File: config.mk
export PLATFORM = sky130hd
export DESIGN_NAME = mem_bus_arb
export DESIGN_NICKNAME = d
export VERILOG_FILES = /design/src/rtl/mem_bus_pkg.sv /design/src/rtl/mem_rr_arb.sv /design/src/rtl/mem_bus_arb.sv
export SDC_FILE = /design/constraint.sdc
export NUM_CORES = 1
export LEC_CHECK = 0
export ABC_CLOCK_PERIOD_IN_PS = 3600
export CORE_MARGIN = 2
export CORE_UTILIZATION = 44
export CTS_CLUSTER_SIZE = 25
export DETAILED_ROUTE_END_ITERATION = 10
export PLACE_DENSITY = 0.85
export SLEW_MARGIN = 20
export SYNTH_ARGS = -nofsm -noshare
export SYNTH_HDL_FRONTEND = slang
export SYNTH_SLANG_ARGS = --single-unit
File: constraint.sdc
create_clock -name clk -period 3.6 [get_ports clk]
set_input_delay 0.72 -clock clk [delete_from_list [all_inputs] [get_ports clk]]
set_output_delay 0.72 -clock clk [all_outputs]
set_load 0.03 [all_outputs]
File: src/rtl/mem_bus_pkg.sv
// -----------------------------------------------------------------------------
// mem_bus_pkg
// Shared types and constants for the external async-memory arbiter.
//   state_e  : access sequencer states (IDLE, ACCESS, ACK)
//   REQ_CPU  : requester id of the CPU-side port (m0)
//   REQ_DBG  : requester id of the loader/debug port (m1)
//   AW_DEF / DW_DEF / WAIT_DEF : default address width, data width, wait cycles
//   CNT_W    : width of the wait counter (holds WAIT values 0..15)
// -----------------------------------------------------------------------------
package mem_bus_pkg;

    localparam int AW_DEF   = 16;
    localparam int DW_DEF   = 8;
    localparam int WAIT_DEF = 2;
    localparam int CNT_W    = 4;

    typedef enum logic [1:0] {
        IDLE   = 2'd0,
        ACCESS = 2'd1,
        ACK    = 2'd2
    } state_e;

    localparam logic REQ_CPU = 1'b0;
    localparam logic REQ_DBG = 1'b1;

endpackage

File: src/rtl/mem_rr_arb.sv
// -----------------------------------------------------------------------------
// mem_rr_arb
// Two-way round-robin picker, purely combinational. The "last granted"
// register is owned by the parent so the grant only advances when the
// parent actually starts an access.
//   req       in  [1:0] request lines, bit 0 = CPU, bit 1 = debug
//   last      in        id of the most recently granted requester
//   gnt_id    out       id of the winner (valid when gnt_valid is high)
//   gnt_valid out       at least one request is pending
// -----------------------------------------------------------------------------
module mem_rr_arb
    import mem_bus_pkg::*;
(
    input  logic [1:0] req,
    input  logic       last,
    output logic       gnt_id,
    output logic       gnt_valid
);

    always_comb begin
        gnt_valid = |req;
        gnt_id    = REQ_CPU;
        if (req == 2'b11) begin
            // Under contention the requester that was not served last wins,
            // which makes grants strictly alternate.
            gnt_id = ~last;
        end else if (req[1]) begin
            gnt_id = REQ_DBG;
        end
    end

endmodule

File: src/rtl/mem_bus_arb.sv
// -----------------------------------------------------------------------------
// mem_bus_arb
// Arbitrates two requesters onto one asynchronous memory bus. A granted
// access holds select/address/data/write strobe for WAIT+1 cycles, captures
// read data at the end of that window, then pulses the winner's ack for one
// cycle before returning to IDLE. Every output comes straight from a flop.
//   clk                  in   system clock, rising edge
//   reset                in   synchronous, active-high reset
//   m0_req/m0_we         in   CPU-side request / write enable
//   m0_addr/m0_wdata     in   CPU-side address / write data
//   m0_ack/m0_rdata      out  CPU-side completion pulse / read data
//   m1_*                      same set for the loader/debug requester
//   mem_sel/mem_we       out  memory select / write strobe
//   mem_a/mem_dout       out  memory address / write data
//   mem_din              in   asynchronous read data from memory
//   busy                 out  sequencer is not IDLE
// -----------------------------------------------------------------------------
module mem_bus_arb
    import mem_bus_pkg::*;
#(
    parameter int AW   = AW_DEF,
    parameter int DW   = DW_DEF,
    parameter int WAIT = WAIT_DEF   // legal range 0..15
) (
    input  logic          clk,
    input  logic          reset,
    input  logic          m0_req,
    input  logic          m0_we,
    input  logic [AW-1:0] m0_addr,
    input  logic [DW-1:0] m0_wdata,
    output logic          m0_ack,
    output logic [DW-1:0] m0_rdata,
    input  logic          m1_req,
    input  logic          m1_we,
    input  logic [AW-1:0] m1_addr,
    input  logic [DW-1:0] m1_wdata,
    output logic          m1_ack,
    output logic [DW-1:0] m1_rdata,
    output logic          mem_sel,
    output logic [AW-1:0] mem_a,
    output logic          mem_we,
    output logic [DW-1:0] mem_dout,
    input  logic [DW-1:0] mem_din,
    output logic          busy
);

    state_e             state_q,    state_d;
    logic               last_q,     last_d;
    logic               id_q,       id_d;
    logic               we_q,       we_d;
    logic [CNT_W-1:0]   cnt_q,      cnt_d;
    logic               mem_sel_q,  mem_sel_d;
    logic               mem_we_q,   mem_we_d;
    logic [AW-1:0]      mem_a_q,    mem_a_d;
    logic [DW-1:0]      mem_dout_q, mem_dout_d;
    logic               m0_ack_q,   m0_ack_d;
    logic               m1_ack_q,   m1_ack_d;
    logic [DW-1:0]      m0_rdata_q, m0_rdata_d;
    logic [DW-1:0]      m1_rdata_q, m1_rdata_d;
    logic               busy_q,     busy_d;

    logic [1:0]         req_vec;
    logic               gnt_id;
    logic               gnt_valid;

    assign req_vec = {m1_req, m0_req};

    mem_rr_arb u_arb (
        .req       (req_vec),
        .last      (last_q),
        .gnt_id    (gnt_id),
        .gnt_valid (gnt_valid)
    );

    always_comb begin
        // NOTE: every next-state signal takes its current value first, so no
        // branch can leave one unassigned and no latch is inferred.
        state_d    = state_q;
        last_d     = last_q;
        id_d       = id_q;
        we_d       = we_q;
        cnt_d      = cnt_q;
        mem_a_d    = mem_a_q;
        mem_dout_d = mem_dout_q;
        m0_rdata_d = m0_rdata_q;
        m1_rdata_d = m1_rdata_q;

        case (state_q)
            IDLE: begin
                if (gnt_valid) begin
                    // The address/data registers double as the latched request,
                    // so later changes on the requester side are ignored.
                    id_d    = gnt_id;
                    last_d  = gnt_id;
                    cnt_d   = CNT_W'(WAIT);
                    state_d = ACCESS;
                    if (gnt_id == REQ_DBG) begin
                        we_d       = m1_we;
                        mem_a_d    = m1_addr;
                        mem_dout_d = m1_wdata;
                    end else begin
                        we_d       = m0_we;
                        mem_a_d    = m0_addr;
                        mem_dout_d = m0_wdata;
                    end
                end
            end
            ACCESS: begin
                if (cnt_q == '0) begin
                    if (!we_q) begin
                        if (id_q == REQ_DBG) begin
                            m1_rdata_d = mem_din;
                        end else begin
                            m0_rdata_d = mem_din;
                        end
                    end
                    state_d = ACK;
                end else begin
                    cnt_d = cnt_q - CNT_W'(1);
                end
            end
            ACK: begin
                state_d = IDLE;
            end
            default: begin
                state_d = IDLE;
            end
        endcase

        // Strobes are derived from the next state so they leave a flop in the
        // same cycle the sequencer enters that state.
        mem_sel_d = (state_d == ACCESS);
        mem_we_d  = (state_d == ACCESS) && we_d;
        busy_d    = (state_d != IDLE);
        m0_ack_d  = (state_d == ACK) && (id_d == REQ_CPU);
        m1_ack_d  = (state_d == ACK) && (id_d == REQ_DBG);
    end

    always_ff @(posedge clk) begin
        // NOTE: state registers use non-blocking assignments only, so every
        // flop samples the values that existed before the edge.
        if (reset) begin
            state_q    <= IDLE;
            last_q     <= REQ_DBG;     // m0 wins the first contention
            id_q       <= REQ_CPU;
            we_q       <= 1'b0;
            cnt_q      <= '0;
            mem_sel_q  <= 1'b0;
            mem_we_q   <= 1'b0;
            mem_a_q    <= '0;
            mem_dout_q <= '0;
            m0_ack_q   <= 1'b0;
            m1_ack_q   <= 1'b0;
            m0_rdata_q <= '0;
            m1_rdata_q <= '0;
            busy_q     <= 1'b0;
        end else begin
            state_q    <= state_d;
            last_q     <= last_d;
            id_q       <= id_d;
            we_q       <= we_d;
            cnt_q      <= cnt_d;
            mem_sel_q  <= mem_sel_d;
            mem_we_q   <= mem_we_d;
            mem_a_q    <= mem_a_d;
            mem_dout_q <= mem_dout_d;
            m0_ack_q   <= m0_ack_d;
            m1_ack_q   <= m1_ack_d;
            m0_rdata_q <= m0_rdata_d;
            m1_rdata_q <= m1_rdata_d;
            busy_q     <= busy_d;
        end
    end

    assign m0_ack   = m0_ack_q;
    assign m1_ack   = m1_ack_q;
    assign m0_rdata = m0_rdata_q;
    assign m1_rdata = m1_rdata_q;
    assign mem_sel  = mem_sel_q;
    assign mem_we   = mem_we_q;
    assign mem_a    = mem_a_q;
    assign mem_dout = mem_dout_q;
    assign busy     = busy_q;

endmodule

# Yosys cells after proc, flatten, opt, wreduce, memory -nomap -nowiden

Cells that the tools add are included.

Bitwise gates (word level): 4
Muxes and demuxes: 15
Eq/ne operators: 6
Add/subtract/negate cells: 1
Reductions and logical operators: 12

Operators by type and width:

| operator                                          | count |
|---|---|
| 2-to-1 mux 16 bit                                 | 1 |
| 2-to-1 mux 4 bit                                  | 2 |
| 2-to-1 mux 8 bit                                  | 1 |
| one-hot mux 4 bit (2 select lines)                | 1 |
| AND reduction 4 bit                               | 2 |
| 2-to-1 mux 1 bit                                  | 7 |
| == test 2 x 1 -> 1 bit (second input constant)    | 2 |
| == test 2 bit (second input constant)             | 2 |
| zero test 4 bit                                   | 1 |
| 2-to-1 mux 2 bit                                  | 2 |
| != test 2 bit (second input constant)             | 2 |
| inverter 1 bit                                    | 4 |
| one-hot mux 2 bit (2 select lines)                | 1 |
| nonzero test 2 bit                                | 2 |
| subtractor 4 x 1 -> 4 bit (second input constant) | 1 |
| logical AND 1 bit                                 | 3 |
| AND reduction 3 bit                               | 1 |
| zero test 2 bit                                   | 1 |
| AND reduction 2 bit                               | 1 |
| OR reduction 2 bit                                | 1 |

Input bits: 62
Register bits after elaboration: 54

# Depth between registers and ports, before layout

Gate-level depths: netlist (run 1).

Word-level depth: 6
Mapped depth: 6
Mapped depth without buffers: 5

# Cells and area by module

A second synthesis (run 1) with hierarchy kept.

Cell total of the unflattened synthesis: 239
Area total of the unflattened synthesis: 2258.4 um2

Modules (own cells, without submodules):

| module      | times used | area an instance (um2) | cells an instance |
|---|---|---|---|
| mem_bus_arb | 1          | 2244.7                 | 237 |
| mem_rr_arb  | 1          | 13.8                   | 2 |

# Least setup slack after synthesis (run 1)

OpenSTA, ideal clock, no wires.

Path type: input port to flip-flop
From: in m1_req
To: reg mem_we_q, in the netlist mem_we
Setup slack: 1.807 ns
Path buffers: 1
Arrival time: 1.694 ns
Cell stages on the path: 4
Path through: a21boi_1 -> buf_6 -> mux2_2 -> a2111oi_4

Longest elaborated chain between the ends: 6

RTL lines:

| item                                              | RTL line                           | source |
|---|---|---|
| start: declaration                                | mem_bus_arb.sv:33                  | `input logic m1_req,` |
| == test 2 bit or 2-to-1 mux 1 bit (tied branches) | mem_rr_arb.sv:23, mem_rr_arb.sv:27 |  |
| 2-to-1 mux 1 bit                                  | mem_rr_arb.sv:23                   | `if (req == 2'b11) begin` |
| 2-to-1 mux 1 bit                                  | mem_bus_arb.sv:97                  | `if (gnt_id == REQ_DBG) begin` |
| 2-to-1 mux 1 bit                                  | mem_bus_arb.sv:90                  | `if (gnt_valid) begin` |
| 2-to-1 mux 1 bit                                  | mem_bus_arb.sv:88                  | `case (state_q)` |
| logical AND 1 bit *                               | mem_bus_arb.sv:133                 | `mem_we_d = (state_d == ACCESS) && we_d;` |
| end signal: assignment                            | mem_bus_arb.sv:164                 | `mem_we_q <= mem_we_d;` |
| end: declaration                                  | mem_bus_arb.sv:53                  | `logic mem_we_q, mem_we_d;` |

Mark *: on every way between the ends. The rest lies on a longest branch, timed or not.
A chain may end at the register's enable or synchronous reset.

# Worst setup path after layout (run 1)

From: in m0_req
To: reg mem_dout_q[6], in the netlist mem_dout[6]

Longest elaborated chain between the ends: 3

RTL lines:

| item                   | RTL line           | source |
|---|---|---|
| start: declaration     | mem_bus_arb.sv:27  | `input logic m0_req,` |
| == test 2 bit          | mem_rr_arb.sv:23   |  |
| 2-to-1 mux 1 bit       | mem_rr_arb.sv:23   |  |
| 2-to-1 mux 8 bit       | mem_bus_arb.sv:97  |  |
| end signal: assignment | mem_bus_arb.sv:166 | `mem_dout_q <= mem_dout_d;` |
| end: declaration       | mem_bus_arb.sv:55  | `logic [DW-1:0] mem_dout_q, mem_dout_d;` |

Parallel ways exist; a longest one is shown, timed or not.

==> flow_summary.toml, run 1 <==
[global_route]
grt_pass1_vias = 2106
grt-ovfl-total = 0
grt_usage_pct = 21.09
antenna_found_initial = 0
grt_pass1_wl_um = 9922
grt_max_degree = 28

[drt]
drc = 0
drt_wl_total_um = 6137
vias = 2093
vias_per_cell = 5.367
avgRoutedWirePerCell_um = 15.74
drtIter0Drc = 106
drt_pass1_iterations = 5
ant_nets = 0

[timing]
tightest_slew_ns = 1.031
finClkSkew_ns = 0.005209
finalCriticalPeriod_ns = 2.326
drv_slew = 0
finalCritPeriodShare_pct = 64.61
setup_viol = 0
fmax_mhz = 429.9
rsz0062_at_grt = "no"
max_slew_margin_pct = 30.99
final-hold-violation-count = 0
fin_hold_ws_ns = 0.4714
setup_tns_ns = 0
setup_ws_ns = 1.274

[logic_synthesis]
syn-mean-instance-area_um2 = 10.37
synth-compound-area-share_pct = 22.15
ys_seq_area_share_pct = 47.37
yosys-top-cells-area = "dfxtp_1 47%, mux2i_1 11%, o2bb2ai_1 9.2%"
async_reset_ff_share_pct = 0
syn-instance-count = 220
synth_top_area_share_pct = 47.37
synth-adder-area-share_pct = 0.5482
post_synth_and_or_nand_nor_area_fraction_pct = 13.98
syn_area_um2 = 2282
ys_seq_elements = 54
synth_top_area_cell = "dfxtp_1"
synth_top_family_by_area = "compound AO/OA/AOI/OAI gates"
yosysWarnings = 0
synthXorXnorAreaFrac_pct = 0
synthTopCellsByCount = "54 x dfxtp_1, 24 x mux2i_1, 24 x o2bb2ai_1"
syn_nets = 283
synth.distinct_cells = 41
synth_mux_area_share_pct = 11.02
synth-edff-count = 0
synth_flop_cell = "dfxtp_1"
synth_most_common_cell = "dfxtp_1"

[cts]
numClockSinks = 54
clockBufferDepth = 2
cts_tree = "yes"
cts_resized = 0
cts_htree_levels = 2
post_cts_buffers = 0
numCtsBuffers = 5
root_buffer = "clkbuf_8"
clk_pin_slew_ns = 0.10
hold_buffers = 0
clk_latency_ns = 0.30

[placement]
io_buffers = 106
dp_hpwl_um = 4511
gp_congestion = 0.7643
place_ws_ns = 0.9477

[floorplan]
fp.dieW_um = 76.02
io_pins = 107
coreArea_um2 = 5042
start_util_pct = 45.26
num_rows = 26
die_area_um2 = 5779
die_h_um = 76.02

[min_path]
hold_depth = 1
hold_path.class = "reg -> reg"

[setup_path]
cp-end-kind = "flip-flop"
start_kind = "input pin"
max_stage_delay_ns = 0.63
cp_data_arrival_time_ns = 2.54
reg2regPathDepth = 5
crit_buf_inv = 1
cp.required_ns = 3.82
crit_chain = "clkdlybuf4s50_1 -> or2_2 -> nand3_1 -> o2bb2ai_1"
critical_path_class = "in -> reg"
cpLargestDelayFamily = "simple AND/OR/NAND/NOR gates"
critPathMaxFanout = 24
cpMaxStageDelayCell = "nand3_1"
crit_cells = 4

[outcome]
status = "finished, final reports clean"

[finish]
diodes = 0
areaGrowthSynthToFinish_pct = 54.06
final_util_pct = 69.73
layout-drive-gt1-share_pct = 8.750
final_nets = 382
fillers = 399

[job]
maxCapViolCount = 0

[power_and_ir_drop]
p_per_area_nw_per_um2 = 475.5
peakVddDrop_uv = 239.8
leakage_nw = 1.237
power_w = 0.001672
[stage by stage]
step | cell area (um2) | std cells
2_1_floorplan | 2282 | 220
3_3_place_gp | 3367 | 382
3_5_place_dp | 3367 | 382
4_1_cts | 3510 | 390
5_1_grt | 3516 | 390
6_report | 3516 | 390
[where the power goes]
part / switching, W / leakage (nW) / internal (W)
clock: 0.000194 / 0.0714 / 0.000296
sequential: 0.0000442 / 0.443 / 0.000656
combinational: 0.000261 / 0.723 / 0.000221
[placed cells by master (no fill, tap or decap), drive strengths merged, types with 2 or more instances in the layout]
cell type,Yosys,layout
a21oi,24,24
clkdlybuf4s50,0,106
o21ai,20,20
bufinv,0,2
or2,2,2
nor3,3,3
dfxtp,54,54
mux2i,24,24
or4,2,2
or3b,2,2
nand2,3,3
buf,12,3
nor4b,2,2
clkbuf,5,6
nor2,3,3
inv,4,4
nand3,19,19
o2bb2ai,24,24
[cell type report]
| cell class | count | area, um2 | area share, % |
|---|---|---|---|
| Multi-Input combinational cell | 145 | 1106 | 31.46 |
| Clock buffer | 6 | 82.58 | 2.349 |
| Inverter | 4 | 15.01 | 0.4270 |
| Tap cell | 70 | 87.58 | 2.491 |
| Timing Repair Buffer | 109 | 1084 | 30.82 |
| Clock inverter | 2 | 60.06 | 1.708 |
| Sequential cell | 54 | 1081 | 30.75 |
[cell families after synthesis]
group,Yosys count
adder cells (fa/ha/maj),1
multiplexers,25
AO/OA/AOI/OAI,73
AND/OR/NAND/NOR,46
flip-flops,54
buffers and inverters,21
[layer usage]
layer / up-vias / wire length (um) / GRT usage [%]
li1: 1017 / - / -
met1: 977 / 2443 / 24.79
met2: 91 / 3129 / 36.79
met3: 8 / 490 / 7.346
met4: 0 / 73 / 5.455
met5: - / 0 / 0
[flip-flops by register name, indices dropped and copies added (netlist names), 2 cells and up]
register,cells
mem_a,16
m0_rdata,8
m1_rdata,8
mem_dout,8
cnt_q,4
state_q,2
[path summary, 6_finish.rpt]
path         slack, ns     endpoint        start
min reg2reg       0.47  mem_dout[3]  mem_dout[3]
min               0.47  mem_dout[3]  mem_dout[3]
max reg2reg       1.70     cnt_q[0]     cnt_q[0]
max               1.27  mem_dout[6]       m0_req
Power figures use the tool's default switching activity.
==> inputs of run 2 (changes only) <==
ABC_CLOCK_PERIOD_IN_PS = 2000   (was 3600)
CORE_UTILIZATION = 37   (was 44)
PLACE_DENSITY = 0.76   (was 0.85)
clock period = 2 ns   (was 3.6 ns; I/O delays follow)
==> run 2 against run 1 <==
Net effect: clock-buffer cell count did not move; combinational power increased by 85%; sequential share of layout area down 0.098 points; design area grew 0.32%; routed wire length shrank 0.21%; via count fell by 3.4%; global-route usage decreased by 3.9 points; clock power grew 32%; critical path depth down 3; flip-flop and latch count unchanged.
==> flow_summary.toml, run 2 (synthesized netlist as in run 1, its figures left out) <==
[drt]
drtIter0Drc = 117
vias = 2022
vias_per_cell = 5.068
drt_wl_total_um = 6124
ant_nets = 0
avgRoutedWirePerCell_um = 15.35
drc = 0
drt_pass1_iterations = 4

[global_route]
grt-ovfl-total = 0
grt_usage_pct = 17.21
grt_pass1_vias = 1837
grt_pass1_wl_um = 9101
grt_max_degree = 27
antenna_found_initial = 0

[setup_path]
critical_path_class = "reg -> out"
crit_cells = 1
cp_data_arrival_time_ns = 1.35
reg2regPathDepth = 5
cpLargestDelayFamily = "buffers and inverters"
critPathMaxFanout = 2
crit_chain = "clkdlybuf4s50_1"
cp-end-kind = "output port"
cp.required_ns = 1.60
start_kind = "flip-flop"
cpMaxStageDelayCell = "clkdlybuf4s50_1"
crit_buf_inv = 1
max_stage_delay_ns = 0.70

[cts]
root_buffer = "clkbuf_8"
post_cts_buffers = 0
cts_tree = "yes"
cts_resized = 0
numClockSinks = 54
clk_pin_slew_ns = 0.10
hold_buffers = 0
clk_latency_ns = 0.30
clockBufferDepth = 2
cts_htree_levels = 2
numCtsBuffers = 5

[floorplan]
fp.dieW_um = 82.54
start_util_pct = 38.32
die_area_um2 = 6812
die_h_um = 82.54
num_rows = 28
coreArea_um2 = 5956
io_pins = 107

[placement]
dpl-instance-area_um2 = 3428
place_ws_ns = 0.04671
gp_congestion = 0.7740
dp_hpwl_um = 4481
io_buffers = 106

[timing]
final-hold-violation-count = 0
finalCritPeriodShare_pct = 87.63
setup_tns_ns = 0
setup_ws_ns = 0.2474
tightest_slew_ns = 0.4439
fmax_mhz = 570.6
finalCriticalPeriod_ns = 1.753
rsz0062_at_grt = "no"
setup_viol = 0
finClkSkew_ns = 0.008515
max_slew_margin_pct = 70.37
drv_slew = 0

[finish]
final_cell_mix = "106 x clkdlybuf4s50_1, 54 x dfxtp_1, 24 x mux2i_1, 24 x o2bb2ai_1, 23 x a21oi_1"
final_nets = 386
fillers = 552
diodes = 0
final_common_cell = "clkdlybuf4s50_1"
final_area_um2 = 3527
areaGrowthSynthToFinish_pct = 54.55
layout-drive-gt1-share_pct = 9.568
largest_reg_flops = 16

[min_path]
hold_path.class = "reg -> reg"
hold_depth = 1

[power_and_ir_drop]
p_per_area_nw_per_um2 = 792.2
leakage_nw = 1.242
peakVddDrop_uv = 485.2

[job]
maxCapViolCount = 0

[outcome]
status = "finished, final reports clean"
-- run 2: cell count changes in the layout (fill, tap and decap cells not counted), sizes merged --
| cell | before | now |
|---|---|---|
| buf | 3 | 7 |
| bufinv | 2 | 0 |
| clkinvlp | 0 | 1 |
| inv | 4 | 5 |
-- run 2: layer usage --
metal	global-route usage (%)	routed length, um
met2	25.40	2937
met4	5.738	99
met3	3.478	234
met5	0	0
met1	24.97	2853
-- run 2: worst paths after layout --
kind | slack, ns | start | to
worst max-delay path | 0.25 | mem_a[15] | mem_a[15]
worst min-delay path | 0.47 | mem_a[12] | mem_a[12]
worst max register to register | 0.29 | cnt_q[0] | mem_we
worst min register to register | 0.47 | mem_a[12] | mem_a[12]
-- run 2: cell type report --
class                      instances  area, um2  area share [%]
timing repair buffer             113       1139           32.28
multi-input combinational        145       1100           31.18
sequential                        54       1081           30.65
tap                               75      93.84           2.661
clock buffer                       6      82.58           2.341
clock inverter                     2      16.27          0.4612
inverter                           4      15.01          0.4257
-- run 2: through the flow --
step	power [W]	util (%)	instances	hold WS, ns
final	0.002794	59.22	399	0.4700
after detailed placement	0.002167	57.56	391	0.4471
after CTS	0.002820	59.22	399	0.4741
after global routing	0.002941	59.22	399	0.4827
after floorplan	0.001791	-	220	0.4617
after global placement	0.002158	57.56	391	0.4436
-- run 2: report_power, final --
group          internal [W]  total, W  switching (W)
clock              0.000286  0.000650       0.000364
combinational      0.000420  0.000891       0.000471
sequential          0.00118   0.00125      0.0000735
